### src/rtl/spi_wide_host.sv
// Byte-parallel SPI host: streams wr_len bytes out, then reads rd_len bytes back over an 8-bit MOSI/MISO link.
// The slot engine shares one divider between the SETUP, slot, HOLD and GAP timing.
`timescale 1ns/1ps

module spi_wide_host #(
    parameter int CLK_DIV    = 2,
    parameter int TURNAROUND = 1
) (
    input  logic       clk,
    input  logic       rst,
    input  logic       start,
    input  logic [7:0] wr_len,
    input  logic [7:0] rd_len,
    output logic       busy,
    output logic       done,
    input  logic [7:0] tx_data,
    input  logic       tx_valid,
    output logic       tx_ready,
    output logic [7:0] rx_data,
    output logic       rx_valid,
    output logic       sclk,
    output logic       cs_n,
    output logic [7:0] mosi,
    input  logic [7:0] miso
);

    localparam int DW = (CLK_DIV > 1) ? $clog2(CLK_DIV) : 1;
    localparam int TW = (TURNAROUND > 1) ? $clog2(TURNAROUND + 1) : 1;
    localparam logic [DW-1:0] DIV_LAST  = DW'(CLK_DIV - 1);
    localparam logic [TW-1:0] TURN_LOAD = TW'(TURNAROUND);
    localparam bit HAS_TURN = (TURNAROUND > 0);

    typedef enum logic [2:0] {
        ST_IDLE,
        ST_SETUP,
        ST_WRITE,
        ST_TURN,
        ST_READ,
        ST_HOLD,
        ST_GAP
    } state_t;

    // Handshake: tx_data is captured on the edge that raises tx_ready; the source
    // keeps tx_data stable while tx_valid=1 and advances after the tx_ready cycle.
    state_t        r_state, w_state_nxt;
    logic [DW-1:0] r_div, w_div_nxt;
    logic [7:0]    r_wr_cnt, w_wr_cnt_nxt;
    logic [7:0]    r_rd_cnt, w_rd_cnt_nxt;
    logic [TW-1:0] r_turn_cnt, w_turn_cnt_nxt;
    logic          r_wait, w_wait_nxt;
    logic          r_sclk, w_sclk_nxt;
    logic          r_cs_n, w_cs_n_nxt;
    logic [7:0]    r_mosi, w_mosi_nxt;
    logic          r_busy, w_busy_nxt;
    logic          r_done, w_done_nxt;
    logic          r_tx_ready, w_tx_ready_nxt;
    logic [7:0]    r_rx_data, w_rx_data_nxt;
    logic          r_rx_valid, w_rx_valid_nxt;

    logic          w_div_end;
    logic          w_enter;
    state_t        w_enter_st;
    state_t        w_after_wr;

    assign w_div_end  = (r_div == DIV_LAST);
    assign w_after_wr = (r_rd_cnt != 8'd0) ? (HAS_TURN ? ST_TURN : ST_READ) : ST_HOLD;

    always_comb begin
        w_state_nxt    = r_state;
        w_div_nxt      = r_div;
        w_wr_cnt_nxt   = r_wr_cnt;
        w_rd_cnt_nxt   = r_rd_cnt;
        w_turn_cnt_nxt = r_turn_cnt;
        w_wait_nxt     = r_wait;
        w_sclk_nxt     = r_sclk;
        w_cs_n_nxt     = r_cs_n;
        w_mosi_nxt     = r_mosi;
        w_busy_nxt     = r_busy;
        w_done_nxt     = 1'b0;
        w_tx_ready_nxt = 1'b0;
        w_rx_data_nxt  = r_rx_data;
        w_rx_valid_nxt = 1'b0;
        w_enter        = 1'b0;
        w_enter_st     = ST_HOLD;

        case (r_state)
            ST_IDLE: begin
                if (start) begin
                    w_busy_nxt     = 1'b1;
                    w_cs_n_nxt     = 1'b0;
                    w_wr_cnt_nxt   = wr_len;
                    w_rd_cnt_nxt   = rd_len;
                    w_turn_cnt_nxt = TURN_LOAD;
                    w_div_nxt      = '0;
                    w_state_nxt    = ST_SETUP;
                end
            end
            ST_SETUP: begin
                w_div_nxt = r_div + 1'b1;
                if (w_div_end) begin
                    w_enter    = 1'b1;
                    w_enter_st = (r_wr_cnt != 8'd0) ? ST_WRITE : w_after_wr;
                end
            end
            ST_WRITE, ST_TURN, ST_READ: begin
                if (r_state == ST_WRITE && r_wait) begin
                    // Stalled slot start: sclk and mosi hold until the source has a byte.
                    if (tx_valid) begin
                        w_wait_nxt     = 1'b0;
                        w_mosi_nxt     = tx_data;
                        w_tx_ready_nxt = 1'b1;
                        w_div_nxt      = '0;
                    end
                end else if (!w_div_end) begin
                    w_div_nxt = r_div + 1'b1;
                end else if (!r_sclk) begin
                    w_sclk_nxt = 1'b1;
                    w_div_nxt  = '0;
                end else begin
                    w_enter = 1'b1;
                    case (r_state)
                        ST_WRITE: begin
                            w_wr_cnt_nxt = r_wr_cnt - 8'd1;
                            w_enter_st   = (r_wr_cnt == 8'd1) ? w_after_wr : ST_WRITE;
                        end
                        ST_TURN: begin
                            w_turn_cnt_nxt = r_turn_cnt - 1'b1;
                            w_enter_st     = (r_turn_cnt == TW'(1)) ? ST_READ : ST_TURN;
                        end
                        default: begin
                            w_rd_cnt_nxt   = r_rd_cnt - 8'd1;
                            w_rx_data_nxt  = miso;
                            w_rx_valid_nxt = 1'b1;
                            w_enter_st     = (r_rd_cnt == 8'd1) ? ST_HOLD : ST_READ;
                        end
                    endcase
                end
            end
            ST_HOLD: begin
                w_div_nxt = r_div + 1'b1;
                if (w_div_end) begin
                    w_cs_n_nxt  = 1'b1;
                    w_done_nxt  = 1'b1;
                    w_div_nxt   = '0;
                    w_state_nxt = ST_GAP;
                end
            end
            ST_GAP: begin
                w_div_nxt = r_div + 1'b1;
                if (w_div_end) begin
                    w_busy_nxt  = 1'b0;
                    w_div_nxt   = '0;
                    w_state_nxt = ST_IDLE;
                end
            end
            default: begin
                w_state_nxt = ST_IDLE;
            end
        endcase

        // Every phase entry is the start of a low phase, the only point mosi may change.
        if (w_enter) begin
            w_state_nxt = w_enter_st;
            w_div_nxt   = '0;
            w_sclk_nxt  = 1'b0;
            if (w_enter_st == ST_WRITE) begin
                if (tx_valid) begin
                    w_wait_nxt     = 1'b0;
                    w_mosi_nxt     = tx_data;
                    w_tx_ready_nxt = 1'b1;
                end else begin
                    w_wait_nxt = 1'b1;
                end
            end else begin
                w_mosi_nxt = 8'h00;
            end
        end
    end

    always_ff @(posedge clk or posedge rst) begin
        if (rst) begin
            r_state    <= ST_IDLE;
            r_div      <= '0;
            r_wr_cnt   <= 8'd0;
            r_rd_cnt   <= 8'd0;
            r_turn_cnt <= '0;
            r_wait     <= 1'b0;
            r_sclk     <= 1'b0;
            r_cs_n     <= 1'b1;
            r_mosi     <= 8'h00;
            r_busy     <= 1'b0;
            r_done     <= 1'b0;
            r_tx_ready <= 1'b0;
            r_rx_data  <= 8'h00;
            r_rx_valid <= 1'b0;
        end else begin
            r_state    <= w_state_nxt;
            r_div      <= w_div_nxt;
            r_wr_cnt   <= w_wr_cnt_nxt;
            r_rd_cnt   <= w_rd_cnt_nxt;
            r_turn_cnt <= w_turn_cnt_nxt;
            r_wait     <= w_wait_nxt;
            r_sclk     <= w_sclk_nxt;
            r_cs_n     <= w_cs_n_nxt;
            r_mosi     <= w_mosi_nxt;
            r_busy     <= w_busy_nxt;
            r_done     <= w_done_nxt;
            r_tx_ready <= w_tx_ready_nxt;
            r_rx_data  <= w_rx_data_nxt;
            r_rx_valid <= w_rx_valid_nxt;
        end
    end

    assign sclk     = r_sclk;
    assign cs_n     = r_cs_n;
    assign mosi     = r_mosi;
    assign busy     = r_busy;
    assign done     = r_done;
    assign tx_ready = r_tx_ready;
    assign rx_data  = r_rx_data;
    assign rx_valid = r_rx_valid;

endmodule

### config.mk
export PLATFORM = sky130hd
export DESIGN_NAME = spi_wide_host
export DESIGN_NICKNAME = d
export VERILOG_FILES = /design/src/rtl/spi_wide_host.sv
export SDC_FILE = /design/constraint.sdc
export NUM_CORES = 1
export LEC_CHECK = 0
export BUFFER_PORTS_ARGS = -buffer_cell sky130_fd_sc_hd__buf_2
export CAP_MARGIN = 20
export CORE_UTILIZATION = 54
export DETAILED_ROUTE_END_ITERATION = 16
export PLACE_DENSITY = 0.78
export SLEW_MARGIN = 20
export SYNTH_ARGS = -nofsm -noshare
export SYNTH_HDL_FRONTEND = slang
export SYNTH_SLANG_ARGS = --single-unit
### constraint.sdc
create_clock -name clk -period 2.2 [get_ports clk]
set_input_delay 0.11 -clock clk [delete_from_list [all_inputs] [get_ports clk]]
set_output_delay 0.11 -clock clk [all_outputs]
set_load 0.03 [all_outputs]
=== Word level (Yosys, flattened, before mapping) ===
Index checks and enable logic that the tools add are counted.

* Bits in registers: 44
* Bits of input ports: 36
* Output and inout bits: 22
* Word-level logic and storage cells: 144

* $add $sub $neg: 4
* Equality and inequality tests: 24
* Multiplexer cells: 77
* Bitwise operators: 2
* Reductions and logical operators: 23

{| class="wikitable"
|+ Operators by type and width
! operator !! count
|-
| two-way mux 8 bit || 16
|-
| two-way mux 1 bit || 39
|-
| two-way mux 3 bit || 12
|-
| case mux 8 bit (2 select lines) || 2
|-
| != test 2 bit (second input constant) || 10
|-
| AND reduction 6 bit || 3
|-
| equality test 8 x 1 -> 1 bit (second input constant) || 2
|-
| nonzero test 8 bit || 2
|-
| subtractor 8 x 1 -> 8 bit (second input constant) || 2
|-
| case mux 3 bit (2 select lines) || 2
|-
| case mux 3 bit (4 select lines) || 1
|-
| AND reduction 3 bit || 4
|-
| nonzero test 2 bit || 5
|-
| equality test 3 x 2 -> 1 bit (second input constant) || 3
|-
| equality test 3 bit (second input constant) || 3
|-
| != test 3 bit (second input constant) || 3
|-
| case mux 1 bit (2 select lines) || 4
|-
| AND reduction 5 bit || 1
|-
| nonzero test 5 bit || 1
|-
| != test 4 bit (second input constant) || 1
|-
| case mux 1 bit (4 select lines) || 1
|-
| AND reduction 4 bit || 1
|-
| OR reduction 2 bit || 2
|-
| OR reduction 4 bit || 1
|-
| other kinds (8) || 9
|}

=== Logic depth before layout (Yosys ltp) ===
Gate-level depths: netlist of run 1.

* Word-level depth: 11
* Depth in mapped cells: 8
* Mapped depth without buffers: 7

=== Worst setup path before layout of run 1 ===
OpenSTA, ideal clock, no wires.

* Path kind: register to register
* From: reg r_sclk (netlist: sclk)
* To: reg with a tool-made name
* Setup time: 0.067 ns
* Arrival time: 1.865 ns
* Data required time: 2.133 ns
* Slack: 0.268 ns
* Stages on the path, launching flop included: 7
* Buffers on the path: 1
* Clock period less this slack: 1.932 ns
* Cell sequence: dfrtp_1 -> clkbuf_1 -> nand2_1 -> nor2_4 -> a31oi_4 -> a221oi_4 -> a32o_2

{| class="wikitable"
|+ RTL lines
! what !! RTL line !! text
|-
| start, declared || 51 || <nowiki>logic r_sclk, w_sclk_nxt;</nowiki>
|-
| start signal, assigned || 203 || <nowiki>r_sclk <= w_sclk_nxt;</nowiki>
|}

==> impl_metrics.ini, run 1 <==
[status]
status = finished, final reports clean

[critical_path]
cp.required_ps = 2390
max_stage_delay_ps = 460
r2r_setup_slack_ps = 110
r2r-start = r_wr_cnt[4]
end_kind = flip-flop
critPathTopFamily = compound AO/OA/AOI/OAI gates
reg2reg_depth = 6
worstSetupPathType = reg -> reg
path_buf_inv = 0
crit_fanout = 9
cp.depth = 6
crit_chain = nor4_4 > and3_1 > nand3_1 > a31oi_4 > a21oi_4 > a32o_2
arrival_ps = 2280
slowest_stage = dfrtp_1
worst_setup_path_start_kind = flip-flop
cp-startpoint = r_wr_cnt[4]

[sta]
hold_viol_final = 0
tightest_slew_ps = 640
max_freq_ghz = 0.478
post-route-period-util = 0.950
setup-violations-final = 0
fin_skew_ps = 5.70
finalHoldWorstSlack_ps = 41.4
slew_headroom = 0.569
fin_crit_ps = 2090
report.final.slew_viol_count = 0

[power]
p_sw_frac = 0.455
pwr-share-seq = 0.317
irDropWorstVdd_mv = 0.823
p_per_area_nw_per_um2 = 1530
total_power_mw = 4.68
p_int_mw = 2.55
power_leakage_nw = 1.41
power_switching_mw = 2.13
clkPwrFrac = 0.153
power_frac_comb = 0.530

[worst_hold_path]
hp-class = in -> reg
hold_depth = 2

[floorplan]
die_w_um = 70.4
die-area_sq_um = 4960
pin_count = 58
die_y_um = 70.4
core_area_sq_um = 4410
rows = 24
initial_core_util = 0.573

[global_routing]
grt.overflow.total = 0
grt_max_degree = 34
track_usage = 0.245
antenna_found_initial = 0
grt_pass1_vias = 2139
grt_pass1_wl_mm = 9.75

[detailed_routing]
drc = 0
vias = 2304
drt_wl_total_mm = 5.70
ant_nets = 0
vias_per_cell = 6.06
drt_iter0_drc = 175
wl_per_cell_um = 15.0
drt_pass1_iterations = 4

[final_layout]
multi_input_area_sq_um = 1350
layout-drive-gt1-share = 0.329
fin_area_sq_um = 3060
fin_nets = 369
layout.cells.non_filler = 380
syn_to_final_growth_pct = 20.9
fill_cells = 340
layout.area.seq_sq_um = 1100
n_antenna_cell = 0

[clock_network]
cts-root-buf = clkbuf_8
clk_pin_slew_ps = 80
cts_tree = done
cts_buffer_depth = 2
htreeDepth = 2
cts_made_buffers = 5
insertion_delay_ps = 300
clock-sinks = 44

[synth]
ys_async_sr_fraction = 1.00
synth_area_leaders = dfrtp_1 (43%), o21ai_0 (5.3%), a21oi_1 (4.2%)
yosysWarnings = 0
syn_inst = 268
syn_avg_cell_area_sq_um = 9.43
ys_ff_latch = 44
synth_area_leader_cell = dfrtp_1
synthDistinctLibCells = 55
syn_nets = 309
synth-seq-area-share = 0.436
synth_flop_cell = dfrtp_1
synth_top_area_share = 0.426
synth-edff-count = 0
syn_area_sq_um = 2530

[run]
drv_cap = 0

[place]
hpwl_mm = 4.15
io_buffer_count = 57
placed_cells = 372
placed_cell_area_sq_um = 2900
place.gp.congestion = 0.870
cell usage after synthesis, types with 2 or more instances:
cell type / n
buf_2: 2
nand2b_1: 4
nand3_1: 6
a2bb2oi_1: 2
and3_1: 2
and2_1: 3
o221ai_1: 3
mux2i_1: 2
buf_4: 2
nor3b_2: 2
o22ai_1: 2
ha_1: 5
o21ai_0: 27
o2bb2ai_1: 3
inv_1: 10
nor2_1: 24
nor3_1: 13
a22oi_1: 4
a21oi_1: 21
a31oi_1: 2
nand2_1: 23
clkbuf_1: 10
dfrtp_1: 43
nor4_1: 3
nor2b_1: 3
mux2_2: 8
o211ai_1: 4
a32o_2: 8
through the flow:
stage / util / TNS [ps] / setup WS, ps
after floorplan: - / 0 / 268
after global placement: 0.656 / 0 / 185
after detailed placement: 0.656 / 0 / 104
after CTS: 0.688 / 0 / 82.8
after global routing: 0.692 / -394 / -64.6
final: 0.692 / 0 / 109
worst min-delay path by stage:
stage | endpoint | start | slack (ps)
after floorplan | r_rd_cnt[0] | rd_len[0] | 250
after global placement | rx_data[0] | rst | 70
after detailed placement | rx_data[0] | rst | 70
after CTS | rx_data[3] | miso[3] | 40
after global routing | rx_data[2] | miso[2] | 30
final | rx_data[3] | miso[3] | 40
layer usage:
| layer | track usage | up-vias | routed length (um) |
|---|---|---|---|
| met4 | 0.0533 | 0 | 61 |
| met5 | 0 | - | 0 |
| met2 | 0.399 | 76 | 2780 |
| met1 | 0.332 | 1104 | 2580 |
| met3 | 0.0577 | 7 | 278 |
| li1 | - | 1117 | - |
cell families (layout without fill, tap and decap cells):
family / count (synthesis) / count (layout) / synth area share
flip-flops: 44 / 44 / 0.436
multiplexers: 10 / 10 / 0.0436
AO/OA/AOI/OAI: 92 / 92 / 0.263
AND/OR/NAND/NOR: 93 / 93 / 0.193
buffers and inverters: 24 / 84 / 0.0396
adder cells (fa/ha/maj): 5 / 5 / 0.0248
cells in the final DEF (no fill, tap or decap), drive strengths merged, types with 4 or more instances in the layout:
| cell type | netlist | final |
|---|---|---|
| nor4 | 5 | 5 |
| o211ai | 4 | 4 |
| clkbuf | 10 | 5 |
| dfrtp | 43 | 43 |
| mux2 | 8 | 8 |
| nor2 | 26 | 26 |
| buf | 4 | 66 |
| a21oi | 23 | 23 |
| nor3 | 13 | 13 |
| nand3 | 6 | 6 |
| a32o | 8 | 8 |
| nand2b | 4 | 4 |
| ha | 5 | 5 |
| and2 | 4 | 4 |
| a31oi | 4 | 4 |
| a22oi | 4 | 4 |
| nand2 | 23 | 23 |
| inv | 10 | 9 |
| o21ai | 28 | 28 |
final cells by class:
class	count	area share
Timing Repair Buffer	67	0.123
Tap cell	52	0.0213
Clock inverter	2	0.0197
Sequential cell	44	0.361
Multi-Input combinational cell	200	0.440
Clock buffer	5	0.0225
Inverter	10	0.0123
timing repair:
item / in CTS / in global routing
endpoints found under the setup margin: 0 / 8
hold buffers: 1 / 0
resized for setup: 0 / 4
hold endpoints to repair: 10 / 0
buffers inserted: 0 / 0
power groups by stage:
stage	Clock (mW)	Sequential (mW)	Combinational (mW)
2_1_floorplan	0	1.62	1.67
5_1_grt	0.758	1.53	2.75
3_5_place_dp	0	1.48	2.44
3_3_place_gp	0	1.47	2.40
6_report	0.715	1.48	2.48
4_1_cts	0.729	1.47	2.45
(Power assumes the default switching activity.)
==> run 2, diff against run 1 <==
- CTS_BUF_LIST: not set -> sky130_fd_sc_hd__clkbuf_16
- CTS_CLUSTER_DIAMETER: not set -> 120
==> run 2 against run 1 <==
Against the previous run: cell area up 2.3%; die area unchanged; flip-flop and latch count unchanged; critical path type unchanged; register-to-register slack about the same; first-iteration DRC count down 24%; largest cell class unchanged.
==> impl_metrics.ini, run 2 (synthesized netlist as in run 1, its figures left out) <==
[critical_path]
max_stage_delay_ps = 440
path_buf_inv = 0
end_kind = flip-flop
arrival_ps = 2270
cp.required_ps = 2370
worst_setup_path_start_kind = flip-flop
cp-startpoint = r_rd_cnt[4]
r2r-start = r_rd_cnt[4]
worstSetupPathType = reg -> reg
crit_chain = nor4_2 > and3_1 > a41oi_2 > a31oi_4 > a21oi_4 > a32o_2
slowest_stage = dfrtp_1
crit_fanout = 9
critPathTopFamily = compound AO/OA/AOI/OAI gates

[clock_network]
cts-root-buf = clkbuf_16
cts_tree = done
cts_made_buffers = 5
cts_buffer_depth = 2
insertion_delay_ps = 280
htreeDepth = 2
clk_pin_slew_ps = 60
clock-sinks = 44

[global_routing]
grt.overflow.total = 0
antenna_found_initial = 0
grt_pass1_wl_mm = 10.1
grt_pass1_vias = 2200
grt_max_degree = 34
track_usage = 0.255

[sta]
fin_skew_ps = 3.27
post-route-period-util = 0.953
fin_crit_ps = 2100
max_freq_ghz = 0.477
tightest_slew_ps = 634
finalHoldWorstSlack_ps = 55.7
hold_viol_final = 0
fin_tns_setup_ps = 0
slew_headroom = 0.573
report.final.slew_viol_count = 0
fin_ws_ps = 104
setup-violations-final = 0

[detailed_routing]
drc = 0
ant_nets = 0
drt_pass1_iterations = 4
drt_iter0_drc = 133
vias_per_cell = 6.02
vias = 2301
drt_wl_total_mm = 5.94
wl_per_cell_um = 15.5

[power]
power_leakage_nw = 1.45
power_switching_mw = 2.19
p_sw_frac = 0.443
total_power_mw = 4.95
clkPwrFrac = 0.191
pwr-share-seq = 0.302
power_frac_comb = 0.507
p_per_area_nw_per_um2 = 1580
irDropWorstVdd_mv = 0.858
p_int_mw = 2.76

[floorplan]
die_y_um = 70.4
pin_count = 58
core_area_sq_um = 4410
rows = 24
initial_core_util = 0.573
die-area_sq_um = 4960
die_w_um = 70.4

[final_layout]
layout.cells.non_filler = 382
layout-drive-gt1-share = 0.333
n_antenna_cell = 0
multi_input_area_sq_um = 1350
layout.area.seq_sq_um = 1100
final_cell_mix = buf_2 (57), dfrtp_1 (42), o21ai_0 (27)
final_common_cell = buf_2
fill_cells = 333
syn_to_final_growth_pct = 23.7
fin_nets = 371

[worst_hold_path]
hp-class = in -> reg
min_from = miso[3]

[place]
io_buffer_count = 57
placed_cells = 372
hpwl_mm = 4.15
pre_cts_slack_ps = 104
place.gp.congestion = 0.870

[status]
status = finished, final reports clean

[run]
drv_cap = 0
-- run 2: cell types whose count changed in the layout (fill, tap and decap cells not counted) --
cell / before / now
clkbuf_16: 0 / 5
clkbuf_8: 5 / 0
buf_4: 8 / 10
-- run 2: path summary, 6_finish.rpt --
check	end	slack, ps	cells after the start
min in group asynchronous	rx_data[0]	310	3
max in group asynchronous	cs_n	1300	4
max reg2reg	flip-flop	100	6
max	flip-flop	100	6
min reg2reg	flip-flop	500	1
min	rx_data[3]	60	2
-- run 2: repair_timing --
action / in CTS / in global routing
setup buffers: 0 / 2
setup endpoints to repair: 0 / 8
endpoints found under the hold margin: 10 / 0
hold buffers: 1 / 0
resized for setup: 0 / 4
-- run 2: metal layers --
layer,wire length (um),global-route usage
met3,322,0.0563
met4,85,0.0800
met5,0,0
met1,2620,0.335
met2,2910,0.419
-- run 2: area by class of cell --
cell class,count,area share
inverters,10,0.0120
well taps,52,0.0208
repair buffers,69,0.125
clock inverters,2,0.0192
clock buffers,5,0.0400
multi-input cells,200,0.430
flip-flops and latches,44,0.353
-- run 2: metrics by stage --
| step | area [sq um] | util |
|---|---|---|
| 2_1_floorplan | 2530 | - |
| 3_3_place_gp | 2900 | 0.656 |
| 3_5_place_dp | 2900 | 0.656 |
| 4_1_cts | 3090 | 0.701 |
| 5_1_grt | 3130 | 0.708 |
| 6_report | 3130 | 0.708 |
-- run 2: power groups by stage --
stage | registers [mW] | clock network (mW) | logic, mW
final | 1.49 | 0.943 | 2.51
after CTS | 1.48 | 0.956 | 2.47
after global placement | 1.47 | 0 | 2.40
after global routing | 1.54 | 0.979 | 2.78
after detailed placement | 1.48 | 0 | 2.44
after floorplan | 1.62 | 0 | 1.67
==> run 3, diff against run 2 <==
- ABC_AREA: not set -> 1
- CORE_MARGIN: not set -> 2
- PLACE_DENSITY: 0.78 -> 0.77
==> run 3 against run 2 <==
Against the previous run: critical path depth is 1 higher; clock power is 12% lower; maximum frequency is 2.2% higher; highest routed layer unchanged.
==> impl_metrics.ini, run 3 <==
[global_routing]
track_usage = 0.242
grt.overflow.total = 0
grt_max_degree = 45
grt_pass1_vias = 2433
antenna_found_initial = 0
grt_pass1_wl_mm = 10.4

[final_layout]
n_antenna_cell = 0
final_common_cell = nand2_1
final_util = 0.674
final_cell_mix = nand2_1 (105), buf_2 (57), dfrtp_1 (43)
layout-drive-gt1-share = 0.238
fin_nets = 456
syn_to_final_growth_pct = 20.3
fin_area_sq_um = 3210

[sta]
hold_viol_final = 0
fin_crit_ps = 2050
fin_skew_ps = 6.63
rsz0062_at_grt = false
tightest_slew_ps = 728
max_freq_ghz = 0.488
report.final.slew_viol_count = 0
fin_tns_setup_ps = 0
post-route-period-util = 0.932
finalHoldWorstSlack_ps = 51.0
slew_headroom = 0.511
setup-violations-final = 0

[synth]
syn_nets = 395
synth_area_leaders = dfrtp_1 (40%), nand2_1 (15%), nand3_1 (5.4%)
yosysWarnings = 0
yosysMostFrequentCell = nand2_1
synth_common_cells = nand2_1 (105), dfrtp_1 (43), inv_1 (36)
syn_area_sq_um = 2670
synth_area_leader_cell = dfrtp_1
synth_top_area_share = 0.404
synthDistinctLibCells = 40
syn_inst = 354
syn_avg_cell_area_sq_um = 7.53
synth-seq-area-share = 0.414
ys_async_sr_fraction = 1.00
synth_flop_cell = dfrtp_1
ys_ff_latch = 44
synth-edff-count = 0

[worst_hold_path]
hp-class = in -> reg
hold_depth = 2
min_from = miso[5]
min_to = rx_data[5]

[run]
drv_cap = 0

[place]
io_buffer_count = 57
hpwl_mm = 4.34
place.gp.congestion = 0.844
placed_cell_area_sq_um = 3010

[clock_network]
clk_pin_slew_ps = 60
cts-root-buf = clkbuf_16
cts_buffer_depth = 2
htreeDepth = 2
insertion_delay_ps = 290
clock-sinks = 44
cts_tree = done
cts_made_buffers = 5

[power]
irDropWorstVdd_mv = 0.766
power_leakage_nw = 1.65
p_per_area_nw_per_um2 = 1620

[critical_path]
cp.required_ps = 2380
arrival_ps = 2230
r2r_setup_slack_ps = 150
worstSetupPathType = reg -> reg
reg2reg_depth = 7
worst_setup_path_start_kind = flip-flop
r2r-end = r_wait
r2r-start = r_state[0]
end_kind = flip-flop
crit_fanout = 11

[detailed_routing]
drt_pass1_iterations = 4
ant_nets = 0
wl_per_cell_um = 12.5
vias = 2511
drt_iter0_drc = 156
drc = 0
vias_per_cell = 5.20
drt_wl_total_mm = 6.04

[floorplan]
die_w_um = 74.3
pin_count = 58
die-area_sq_um = 5510
core_area_sq_um = 4750
die_y_um = 74.3
initial_core_util = 0.561
rows = 25

[status]
status = finished, final reports clean
[run 3: changes by cell type after synthesis, moves of 5 or more]
cell / previous run / this run
nand2_1: 23 / 105
nand2_2: 0 / 5
a32o_2: 8 / 0
nand4_1: 1 / 13
nor2_1: 24 / 31
clkbuf_1: 10 / 1
a21oi_1: 21 / 7
inv_1: 10 / 36
nor3_1: 13 / 2
nand3_1: 6 / 29
[run 3: per-layer routing]
layer / GRT usage / part of all wire / vias up
met2: 0.410 / 0.48 / 69
met1: 0.308 / 0.45 / 1142
met5: 0 / 0 / -
met4: 0.101 / 0.025 / 0
li1: - / - / 1285
met3: 0.0420 / 0.047 / 15
[run 3: logic make-up after synthesis]
logic type | count (synthesis) | synth area share
adders and majority gates | 5 | 0.0235
AOI/OAI and AO/OA | 53 | 0.122
buffers and inverters | 50 | 0.0803
DFF | 44 | 0.414
and+or+nand+nor | 192 | 0.320
muxes | 8 | 0.0338
xor gates and xnor gates | 2 | 0.00657
[run 3: critical path, stage by stage, from the launching register on]
cell and delay (ps):
dfrtp_1 490, inv_2 100, nor3_1 300, nand2_1 120, o21ai_1 610, nand3_1 190, nand2_1 90, nand2_1 40
[run 3: cell type report]
type / instances / area (sq um)
clock buffer: 5 / 125
clock inverter: 3 / 38.8
fill: 439 / 1550
inverter: 40 / 154
multi-input combinational: 260 / 1350
sequential: 44 / 1100
tap: 67 / 83.8
timing repair buffer: 64 / 353
[run 3: worst max path at each step]
| stage | start | to | depth (start not counted) | slack (ps) |
|---|---|---|---|---|
| 2_1_floorplan | r_state[1] | r_wr_cnt[1] | 9 | 550 |
| 3_3_place_gp | r_state[1] | r_wr_cnt[7] | 7 | 240 |
| 3_5_place_dp | r_state[1] | r_wr_cnt[3] | 7 | 130 |
| 4_1_cts | r_state[1] | r_wr_cnt[3] | 7 | 110 |
| 5_1_grt | r_state[0] | r_wait | 7 | 4 |
| 6_report | r_state[0] | r_wait | 7 | 150 |
[run 3: report_power, final]
group	switching, mW	internal, mW
Sequential	0.295	1.19
Clock	0.301	0.529
Combinational	1.88	0.987
[run 3: repair_timing]
item / 4_1_cts / 5_1_grt
hold buffers: 1 / 0
hold endpoints to repair: 34 / 0
buffers inserted: 0 / 1
endpoints found under the setup margin: 0 / 7
resized for setup: 0 / 1
[run 3: per-stage QoR]
step / power (mW) / worst slack, ps / std cells
finish: 5.18 / 150 / 483
global route: 5.65 / 4.38 / 483
CTS: 5.11 / 114 / 482
detailed placement: 4.25 / 128 / 473
global placement: 4.17 / 235 / 473
floorplan: 3.65 / 555 / 354
